==> config.mk <==
export PLATFORM = sky130hd
export DESIGN_NAME = lsu_ram_ctrl
export DESIGN_NICKNAME = d
export VERILOG_FILES = /design/src/rtl/lsu_ram_ctrl.sv
export SDC_FILE = /design/constraint.sdc
export NUM_CORES = 1
export LEC_CHECK = 0
export ABC_AREA = 1
export CAP_MARGIN = 20
export CORE_MARGIN = 5
export CORE_UTILIZATION = 30
export DETAILED_ROUTE_END_ITERATION = 8
export GPL_TIMING_DRIVEN = 1
export HOLD_SLACK_MARGIN = 0.06
export PLACE_DENSITY_LB_ADDON = 0.3
export SLEW_MARGIN = 20
export SYNTH_ARGS = -nofsm -noshare
export SYNTH_HDL_FRONTEND = slang
export SYNTH_SLANG_ARGS = --single-unit
==> constraint.sdc <==
create_clock -name CLK -period 2.9 [get_ports CLK]
set_input_delay 0.435 -clock CLK [delete_from_list [all_inputs] [get_ports CLK]]
set_output_delay 0.435 -clock CLK [all_outputs]
set_load 0.01 [all_outputs]
==> src/rtl/lsu_ram_ctrl.sv <==
// Load/store controller between the core memory stage and a word-organised data RAM.
// Sub-word stores use read-modify-write; loads extract and extend the addressed lane.
module lsu_ram_ctrl #(
  parameter int unsigned AW = 10,
  parameter int unsigned DW = 32
) (
  input  logic          CLK,
  input  logic          RSTa,
  input  logic          REQ,
  input  logic          WE,
  input  logic [2:0]    FUNCT3,
  input  logic [31:0]   ADDR,
  input  logic [DW-1:0] WDATA,
  output logic          BUSY,
  output logic          DONE,
  output logic          ERR,
  output logic [DW-1:0] RDATA,
  output logic          RAM_WR,
  output logic          RAM_OE,
  output logic [AW-1:0] RAM_ADDRESS,
  output logic [DW-1:0] RAM_DATA_IN,
  input  logic [DW-1:0] RAM_DATA_OUT
);

  typedef enum logic [2:0] {
    IDLE   = 3'd0,
    LOAD   = 3'd1,
    STORE  = 3'd2,
    RMW_RD = 3'd3,
    RMW_WR = 3'd4
  } state_t;

  state_t        state_q, state_d;
  logic [2:0]    f3_q;
  logic [1:0]    addr_lo_q;
  logic [15:0]   lane_data_q;

  logic          accept;
  logic          misaligned, out_of_range, illegal_f3;
  logic          done_d, err_d, wr_d, oe_d;
  logic [DW-1:0] rdata_d, ram_din_d;
  logic [DW-1:0] load_shift, load_ext, merge_word;

  // Request validation on the live inputs at the accept edge
  always_comb begin
    misaligned   = ((FUNCT3[1:0] == 2'b01) && ADDR[0]) ||
                   ((FUNCT3[1:0] == 2'b10) && (ADDR[1:0] != 2'b00));
    out_of_range = (ADDR >> (AW + 2)) != 32'd0;
    illegal_f3   = WE ? (FUNCT3 >= 3'b011)
                      : ((FUNCT3 == 3'b011) || (FUNCT3[2:1] == 2'b11));
  end

  // Lane extraction; aligned halfwords make the byte shift equal ADDR[1]*16
  always_comb begin
    load_shift = RAM_DATA_OUT >> {addr_lo_q, 3'b000};
    case (f3_q)
      3'b000:  load_ext = {{(DW-8){load_shift[7]}}, load_shift[7:0]};
      3'b001:  load_ext = {{(DW-16){load_shift[15]}}, load_shift[15:0]};
      3'b100:  load_ext = {{(DW-8){1'b0}}, load_shift[7:0]};
      3'b101:  load_ext = {{(DW-16){1'b0}}, load_shift[15:0]};
      default: load_ext = RAM_DATA_OUT;
    endcase
  end

  // Replace the target lane of the read word with the store data
  always_comb begin
    merge_word = RAM_DATA_OUT;
    if (f3_q[0]) merge_word[{addr_lo_q[1], 4'b0000} +: 16] = lane_data_q;
    else         merge_word[{addr_lo_q, 3'b000} +: 8]     = lane_data_q[7:0];
  end

  // Next state and next registered outputs
  always_comb begin
    state_d   = state_q;
    accept    = 1'b0;
    done_d    = 1'b0;
    err_d     = 1'b0;
    wr_d      = 1'b0;
    oe_d      = 1'b0;
    rdata_d   = RDATA;
    ram_din_d = RAM_DATA_IN;
    case (state_q)
      IDLE: begin
        if (REQ) begin
          accept = 1'b1;
          if (misaligned || out_of_range || illegal_f3) begin
            done_d = 1'b1;
            err_d  = 1'b1;
          end else if (!WE) begin
            state_d = LOAD;
            oe_d    = 1'b1;
          end else if (FUNCT3 == 3'b010) begin
            state_d   = STORE;
            wr_d      = 1'b1;
            ram_din_d = WDATA;
          end else begin
            state_d = RMW_RD;
            oe_d    = 1'b1;
          end
        end
      end
      LOAD: begin
        rdata_d = load_ext;
        done_d  = 1'b1;
        state_d = IDLE;
      end
      STORE: begin
        done_d  = 1'b1;
        state_d = IDLE;
      end
      RMW_RD: begin
        ram_din_d = merge_word;
        wr_d      = 1'b1;
        state_d   = RMW_WR;
      end
      RMW_WR: begin
        done_d  = 1'b1;
        state_d = IDLE;
      end
      default: state_d = IDLE;
    endcase
  end

  always_ff @(posedge CLK or negedge RSTa) begin
    if (!RSTa) state_q <= IDLE;
    else       state_q <= state_d;
  end

  // Registered outputs and latched request fields
  always_ff @(posedge CLK or negedge RSTa) begin
    if (!RSTa) begin
      BUSY        <= 1'b0;
      DONE        <= 1'b0;
      ERR         <= 1'b0;
      RDATA       <= '0;
      RAM_WR      <= 1'b0;
      RAM_OE      <= 1'b0;
      RAM_ADDRESS <= '0;
      RAM_DATA_IN <= '0;
      f3_q        <= '0;
      addr_lo_q   <= '0;
      lane_data_q <= '0;
    end else begin
      BUSY        <= (state_d != IDLE);
      DONE        <= done_d;
      ERR         <= err_d;
      RDATA       <= rdata_d;
      RAM_WR      <= wr_d;
      RAM_OE      <= oe_d;
      RAM_DATA_IN <= ram_din_d;
      if (accept) begin
        RAM_ADDRESS <= ADDR[AW+1:2];
        f3_q        <= FUNCT3;
        addr_lo_q   <= ADDR[1:0];
        lane_data_q <= WDATA[15:0];
      end
    end
  end

endmodule

Word-level counts from Yosys, hierarchy flattened
Index checks and enable logic that the tools add are counted. W data, S select, Z words.

Add/subtract/negate cells: 2. Order comparisons: 1. Eq/ne operators: 16. Shift operators: 5. Multiplexer cells: 31. Reductions and logical operators: 14.

Operator list (count): $mux W32 (5); $pmux W32 S4 (1); $bwmux W32 (2); $pmux W32 S2 (1); $reduce_bool A32 Y1 (1); $shift A16 B7 Y32 const A (1); $shift A8 B7 Y32 const A (1); $shiftx A16 B7 Y32 (1); $shiftx A8 B7 Y32 (1); $shr A32 B5 Y16 (1); $mux W1 (16); $neg A5 Y7 (2); $eq A3 B2 Y1 const B (4); $eq A3 B3 Y1 const B (3); $ne A2 B2 Y1 const B (4); $eq A3 B1 Y1 const B (2); $logic_not A3 Y1 (2); $mux W3 (2); $pmux W3 S2 (1); $reduce_and A5 Y1 (1); $eq A2 B2 Y1 const B (2); $logic_or A1 B1 Y1 (4); $pmux W1 S2 (2); $reduce_bool A2 Y1 (2); 6 further kinds (7).

Flip-flop bits (word level): 103. Bits of input ports: 103. Word-level logic and storage cells: 81.

Logic depth before layout (Yosys ltp)
Gate-level depths: netlist (run 1).

Word-level depth: 9. Gate-level depth with buffers: 13. Depth with buffers taken out: 10.

Worst setup path after synthesis (run 1)
Ideal clock, no wire load.

Path kind: flip-flop to flip-flop. Start: register addr_lo_q[1]. End: register RAM_DATA_IN[0]. Arrival time: 2.053 ns. Required time: 2.835 ns. Setup slack: 0.782 ns. Stages on the path, launching flop included: 13. Buffers on the path: 4. Cells stage by stage: dfrtp_1 -> buf_2 -> inv_2 -> buf_2 -> buf_2 -> ha_1 -> clkbuf_1 -> nand4_1 -> o21ai_0 -> nand2_1 -> o21ai_0 -> nand3_1 -> nand2_1.

Longest elaborated chain between the ends: 5. Elaborated cells between the ends (all ways): 10.

RTL lines: start, declared (RTL line 35) `logic [1:0] addr_lo_q;`; start signal, assigned (RTL line 154) `addr_lo_q <= ADDR[1:0];`; $neg A5 Y7 (on tied branches) (RTL line 68, 69); $shiftx A16 B7 Y32, or another cell as far along (RTL line 68) `if (f3_q[0]) merge_word[{addr_lo_q[1], 4'b0000} +: 16] = lane_data_q;`; $bwmux W32 (on tied branches) (RTL line 68, 69); $mux W32 (*) (RTL line 68); $pmux W32 S2 (*) (RTL line 82) `case (state_q)`; end signal, assigned (RTL line 150) `RAM_DATA_IN <= ram_din_d;`; end, declared (RTL line 21) `output logic [DW-1:0] RAM_DATA_IN,`.

Every way passes the cells marked *; elsewhere a longest branch is shown, timed or not. A chain may end at the register's enable or synchronous reset.

Worst setup path in the final report (run 1)
Start: register addr_lo_q[1]. End: register RAM_DATA_IN[25].

The elaborated chain is that of the path after synthesis.

==> results.yml, run 1 <==
status:
  status: "finished clean"
setup_path:
  worst_ep_required_time_ns: 3.20
  r2r_setup_slack_ns: 0.71
  cp_cell_sequence: "buf_4 -> ha_1 -> nand2_1 -> o22ai_1 -> nand2_1 -> a21oi_1 -> nand3_1 -> nand2_1"
  path_class: "reg2reg"
  worst_path_most_repeated_cell: "nand2_1"
  crit_slowest_cell: "ha_1"
  critPathLaunchType: "register"
  worstReg2RegStart: "addr_lo_q[1]"
  max_stage_delay_ns: 0.45
  cp_top_family: "simple AND/OR/NAND/NOR gates"
  critPathBufInv: 1
  crit_fanout: 45
  timing.critical_path.from: "addr_lo_q[1]"
  endpoint: "RAM_DATA_IN[25]"
  cp.arrival_ns: 2.49
  r2r_cells: 8
  cp.depth: 8
  reg2reg_to: "RAM_DATA_IN[25]"
  end_kind: "register"
detailed_routing:
  ant_nets: 0
  wirelength_um: 22170
  drc: 0
  via_count: 6586
  via_per_inst: 5.016
  wl_per_cell_um: 16.88
  drt_first_pass_iters: 5
  drt_iter0_drc: 559
grt:
  grt_antenna_before_repair: 2
  gr-total-overflow: 0
  grt_pass1_vias: 6327
  grt_max_degree: 54
  grt_pass1_wl_um: 34890
  grt_util_all_layers_pct: 18.14
synth:
  syn_inst: 889
  netlist_area_um2: 6309
  yosysTopAreaCell: "dfrtp_1"
  synth_warnings: 0
  ys_seq_area_share_pct: 40.86
  ys_top_cells_by_area: "dfrtp_1 41%, nand2_1 12%, a21oi_1 9.3%"
  synth_edf_count: 0
  yosysMostFrequentCell: "nand2_1"
  synthFlopType: "dfrtp_1"
  ys_ff_latch: 103
  synth.distinct_cells: 33
  synth_nets: 997
  avgSynthCellArea_um2: 7.096
  netlist.area_leader.share_pct: 40.86
  yosys-top-cells-count: "196 x nand2_1, 117 x a21oi_1, 107 x nand3_1"
  ys_async_sr_fraction_pct: 100.0
power_and_ir_drop:
  pwr-share-clk_pct: 33.9
  power_density_nw_per_um2: 391.1
  p_switching_uw: 1002
  p_leak_uw: 0.003937
  ir_drop_mv: 0.2943
  sequentialPowerShare_pct: 45.1
  intPower_uw: 2347
  swShare_pct: 29.93
  combPwrFrac_pct: 21.1
die:
  dieArea_um2: 24030
  num_rows: 53
  io_pins: 182
  core-area_um2: 20890
  die_h_um: 155.0
  start_util_pct: 30.20
  die_x_um: 155.0
place:
  place.gp.congestion: 0.9637
  pre_cts_ws_ns: 0.6629
  port_buffers: 181
  hpwl_um: 16670
finish:
  drive_gt1_share_pct: 5.588
  regArea_um2: 2577
  area_growth_pct: 35.72
  antenna_cells: 0
  fillers: 2227
  fin_nets: 1142
  multi_input_area_um2: 3126
sta:
  setup_slack_ns: 0.7052
  rsz0062_at_grt: "no"
  finalHoldViolations: 0
  skew_ns: 0.01104
  fin_crit_sh_pct: 75.68
  drv_slew: 0
  tightest_slew_ns: 0.7147
  layout_min_cycle_time_ns: 2.195
  holdWs_ns: 0.1224
  setup_viol: 0
  max_freq_ghz: 0.4556
  max_slew_margin_pct: 52.35
  fin_setup_tns_ns: 0
clock_tree:
  cts_tree: "yes"
  cts_setup_buffers: 0
  cts_sinks: 103
  clk-insertion-delay-late_ns: 0.36
  cts.repair.resized: 0
  root_buffer: "clkbuf_16"
  clk_pin_slew_ns: 0.07
  clockBufferDepth: 2
  cts_hold_buf: 0
  cts_max_level: 3
  cts_buffers: 9
flow_run:
  cap_viol_max_count: 0
worst_hold_path:
  hp-class: "in2async"
[how the worst min path moves through the flow]
stage,from,end,depth (start not counted)
final,RSTa,RDATA[19],1
after global routing,RSTa,RDATA[17],1
after detailed placement,RDATA[15],RDATA[15],2
after CTS,RSTa,RDATA[19],1
after floorplan,RSTa,BUSY,0
after global placement,RDATA[3],RDATA[3],2
[layout by cell type, fill, tap and decap left out, types with 9 or more instances in the layout]
cell type,Yosys,final
a21oi_1,117,117
buf_4,2,15
clkbuf_16,0,9
clkdlybuf4s50_1,0,180
dfrtp_1,103,103
inv_1,77,77
mux2_2,10,10
nand2_1,196,196
nand3_1,107,107
nor2_1,50,50
o21ai_0,89,89
o21ai_1,16,16
o22ai_1,10,10
[flip-flops by register name, indices dropped and copies added (netlist names)]
register / count
f3_q: 3
lane_data_q: 16
DONE: 1
RDATA: 32
RAM_OE: 1
ERR: 1
RAM_DATA_IN: 32
RAM_WR: 1
addr_lo_q: 2
RAM_ADDRESS: 10
BUSY: 1
state_q: 3
[stage by stage]
stage          cells  total power [µW]  util, %  cell area [µm²]
2_1_floorplan    889              1904        -             6309
3_3_place_gp    1298              2232    39.72             8297
3_5_place_dp    1298              2237    39.72             8297
4_1_cts         1313              3381    40.99             8562
5_1_grt         1313              3525    40.99             8562
6_report        1313              3349    40.99             8562
[power groups by stage]
stage               clock (µW)  sequential [µW]  combinational, µW
floorplan                    0             1530                369
global placement             0             1530                698
detailed placement           0             1540                700
CTS                       1170             1510                704
global route              1230             1520                780
finish                    1130             1510                705
[per-layer routing]
metal | global-route usage (%) | vias up | routed length, µm
li1 | - | 3252 | -
met1 | 24.02 | 3067 | 9633
met2 | 29.10 | 233 | 10290
met3 | 5.174 | 30 | 1836
met4 | 4.962 | 4 | 387
met5 | 0 | - | 22
[cells by family after synthesis]
family / count (synthesis) / share of synthesized area, %
muxes: 10 / 1.785
AOI/OAI and AO/OA: 251 / 21.32
adders and majority gates: 5 / 0.9917
DFF: 103 / 40.86
buffers and inverters: 146 / 9.599
and+or+nand+nor: 374 / 25.45
[final cells by class]
type,instances,share of cell area [%]
repair buffers,196,22.59
inverters,84,3.683
multi-input cells,640,36.50
clock inverters,5,0.4238
well taps,275,4.019
clock buffers,10,2.674
flip-flops and latches,103,30.10
No activity file was read; power rests on OpenSTA's default activity.
==> run 2, diff against run 1 <==
Clock period 2.9 ns to 1.9 ns, I/O delays scaled along.
==> results.yml, run 2 (synthesis results as in run 1) <==
sta:
  setup_viol: 0
  fin_crit_sh_pct: 89.75
  drv_slew: 0
  finalHoldViolations: 0
  tightest_slew_ns: 0.6392
  layout_min_cycle_time_ns: 1.705
  max_slew_margin_pct: 57.32
  fin_setup_tns_ns: 0
  max_freq_ghz: 0.5864
  rsz0062_at_grt: "no"
  skew_ns: 0.008667
power_and_ir_drop:
  power.total_uw: 5417
  sequentialPowerShare_pct: 42.5
  ir_drop_mv: 0.5064
  pwr-share-clk_pct: 35.5
  p_leak_uw: 0.004144
  swShare_pct: 29.59
  p_switching_uw: 1603
  power_density_nw_per_um2: 603.9
  combPwrFrac_pct: 22.0
  intPower_uw: 3814
setup_path:
  critPathLaunchType: "register"
  critPathBufInv: 2
  path_class: "reg2reg"
  end_kind: "register"
  crit_slowest_cell: "dfrtp_1"
  cp_top_family: "simple AND/OR/NAND/NOR gates"
  worst_ep_required_time_ns: 2.21
  cp_cell_sequence: "inv_2 -> buf_4 -> ha_1 -> nand2_1 -> o21ai_0 -> nand2_1 -> o21ai_0 -> nand3_1 -> nand2_1"
  max_stage_delay_ns: 0.40
  cp.arrival_ns: 2.01
  worst_path_most_repeated_cell: "nand2_1"
  crit_fanout: 8
flow_run:
  cap_viol_max_count: 0
detailed_routing:
  wl_per_cell_um: 16.76
  ant_nets: 0
  drt_first_pass_iters: 5
  via_count: 6716
  via_per_inst: 5.001
  drt_iter0_drc: 462
  drc: 0
  wirelength_um: 22500
grt:
  grt_pass1_vias: 6529
  grt_util_all_layers_pct: 18.53
  grt_antenna_before_repair: 4
  grt_pass1_wl_um: 35920
  gr-total-overflow: 0
  grt_max_degree: 69
place:
  port_buffers: 181
  place.gp.congestion: 0.9192
  hpwl_um: 17040
clock_tree:
  clk_pin_slew_ns: 0.07
  cts_max_level: 3
  cts_buffers: 9
  root_buffer: "clkbuf_16"
  clk-insertion-delay-late_ns: 0.36
  cts_tree: "yes"
  cts_sinks: 103
  clockBufferDepth: 2
die:
  die_x_um: 155.0
  die_h_um: 155.0
  start_util_pct: 30.20
  io_pins: 182
  core-area_um2: 20890
  num_rows: 53
  dieArea_um2: 24030
finish:
  fin_nets: 1171
  fillers: 2173
  layout_common_cells: "195 x nand2_1, 180 x clkdlybuf4s50_1, 116 x a21oi_1, 107 x nand3_1, 103 x dfrtp_1"
  antenna_cells: 0
  largest_registers: "RAM_DATA_IN (32), RDATA (32), lane_data_q (16)"
  final_common_cell: "nand2_1"
  area_growth_pct: 42.19
  multi_input_area_um2: 3154
  drive_gt1_share_pct: 8.708
  regArea_um2: 2577
worst_hold_path:
  hp-class: "in2async"
status:
  status: "finished clean"
[run 2: cell count changes in the layout (fill, tap and decap cells not counted), moves of 2 or more]
cell | before | now
buf_4 | 15 | 33
ha_1 | 5 | 3
o21ai_1 | 16 | 24
buf_12 | 1 | 11
o21ai_0 | 89 | 81
[run 2: path summary, 6_finish.rpt]
| check | from | end | slack [ns] | cells after the start |
|---|---|---|---|---|
| setup / recovery | addr_lo_q[1] | RAM_DATA_IN[10] | 0.19 | 9 |
| min in group CLK | RDATA[5] | RDATA[5] | 0.49 | 2 |
| max in group asynchronous | RSTa | lane_data_q[8] | 0.83 | 3 |
| hold / removal | RSTa | RDATA[20] | 0.47 | 2 |
| setup reg to reg | addr_lo_q[1] | RAM_DATA_IN[10] | 0.19 | 9 |
| hold reg to reg | RDATA[5] | RDATA[5] | 0.49 | 2 |
[run 2: metrics by stage]
stage | instances | hold slack [ns] | worst slack [ns] | utilization (%) | cell area [µm²]
2_1_floorplan | 889 | -0.01059 | 0.006653 | - | 6362
3_3_place_gp | 1326 | 0.3184 | 0.05347 | 41.40 | 8647
3_5_place_dp | 1326 | 0.3231 | 0.02750 | 41.40 | 8647
4_1_cts | 1343 | 0.4878 | 0.1077 | 42.88 | 8956
5_1_grt | 1343 | 0.5065 | 0.01507 | 42.94 | 8970
6_report | 1343 | 0.4725 | 0.1948 | 42.94 | 8970
[run 2: cell type report]
| cell class | count | share of cell area, % |
|---|---|---|
| tap | 275 | 3.836 |
| inverter | 84 | 3.515 |
| sequential | 103 | 28.73 |
| timing repair buffer | 225 | 25.42 |
| clock inverter | 6 | 0.7811 |
| multi-input combinational | 640 | 35.17 |
| clock buffer | 10 | 2.553 |
[run 2: power groups by stage]
| stage | registers (µW) | logic (µW) | clock network (µW) |
|---|---|---|---|
| 6_report | 2300 | 1190 | 1920 |
| 5_1_grt | 2310 | 1310 | 2050 |
| 4_1_cts | 2300 | 1180 | 1970 |
| 3_5_place_dp | 2350 | 1170 | 0 |
| 3_3_place_gp | 2350 | 1170 | 0 |
| 2_1_floorplan | 2340 | 592 | 0 |
[run 2: what timing repair did]
| action | 4_1_cts | 5_1_grt |
|---|---|---|
| hold buffers | 1 | 0 |
| endpoints found under the hold margin | 36 | 0 |
| endpoints found under the setup margin | 0 | 9 |
| setup buffers | 0 | 0 |
| gates resized for setup | 0 | 4 |
[run 2: layer usage]
metal  global-route usage (%)  vias to the layer above  part of all wire, %
met1                    24.77                     3117                   44
met5                        0                        -                 0.21
met2                    29.43                      240                   47
li1                         -                     3316                    -
met4                    4.079                        8                  1.5
met3                    5.953                       35                  8.0
[run 2: worst reg2reg max path: stages (launching register included)]
cell	delay (ns)
dfrtp_1	0.40
inv_2	0.12
buf_4	0.17
ha_1	0.16
nand2_1	0.17
o21ai_0	0.29
nand2_1	0.11
o21ai_0	0.09
nand3_1	0.09
nand2_1	0.06
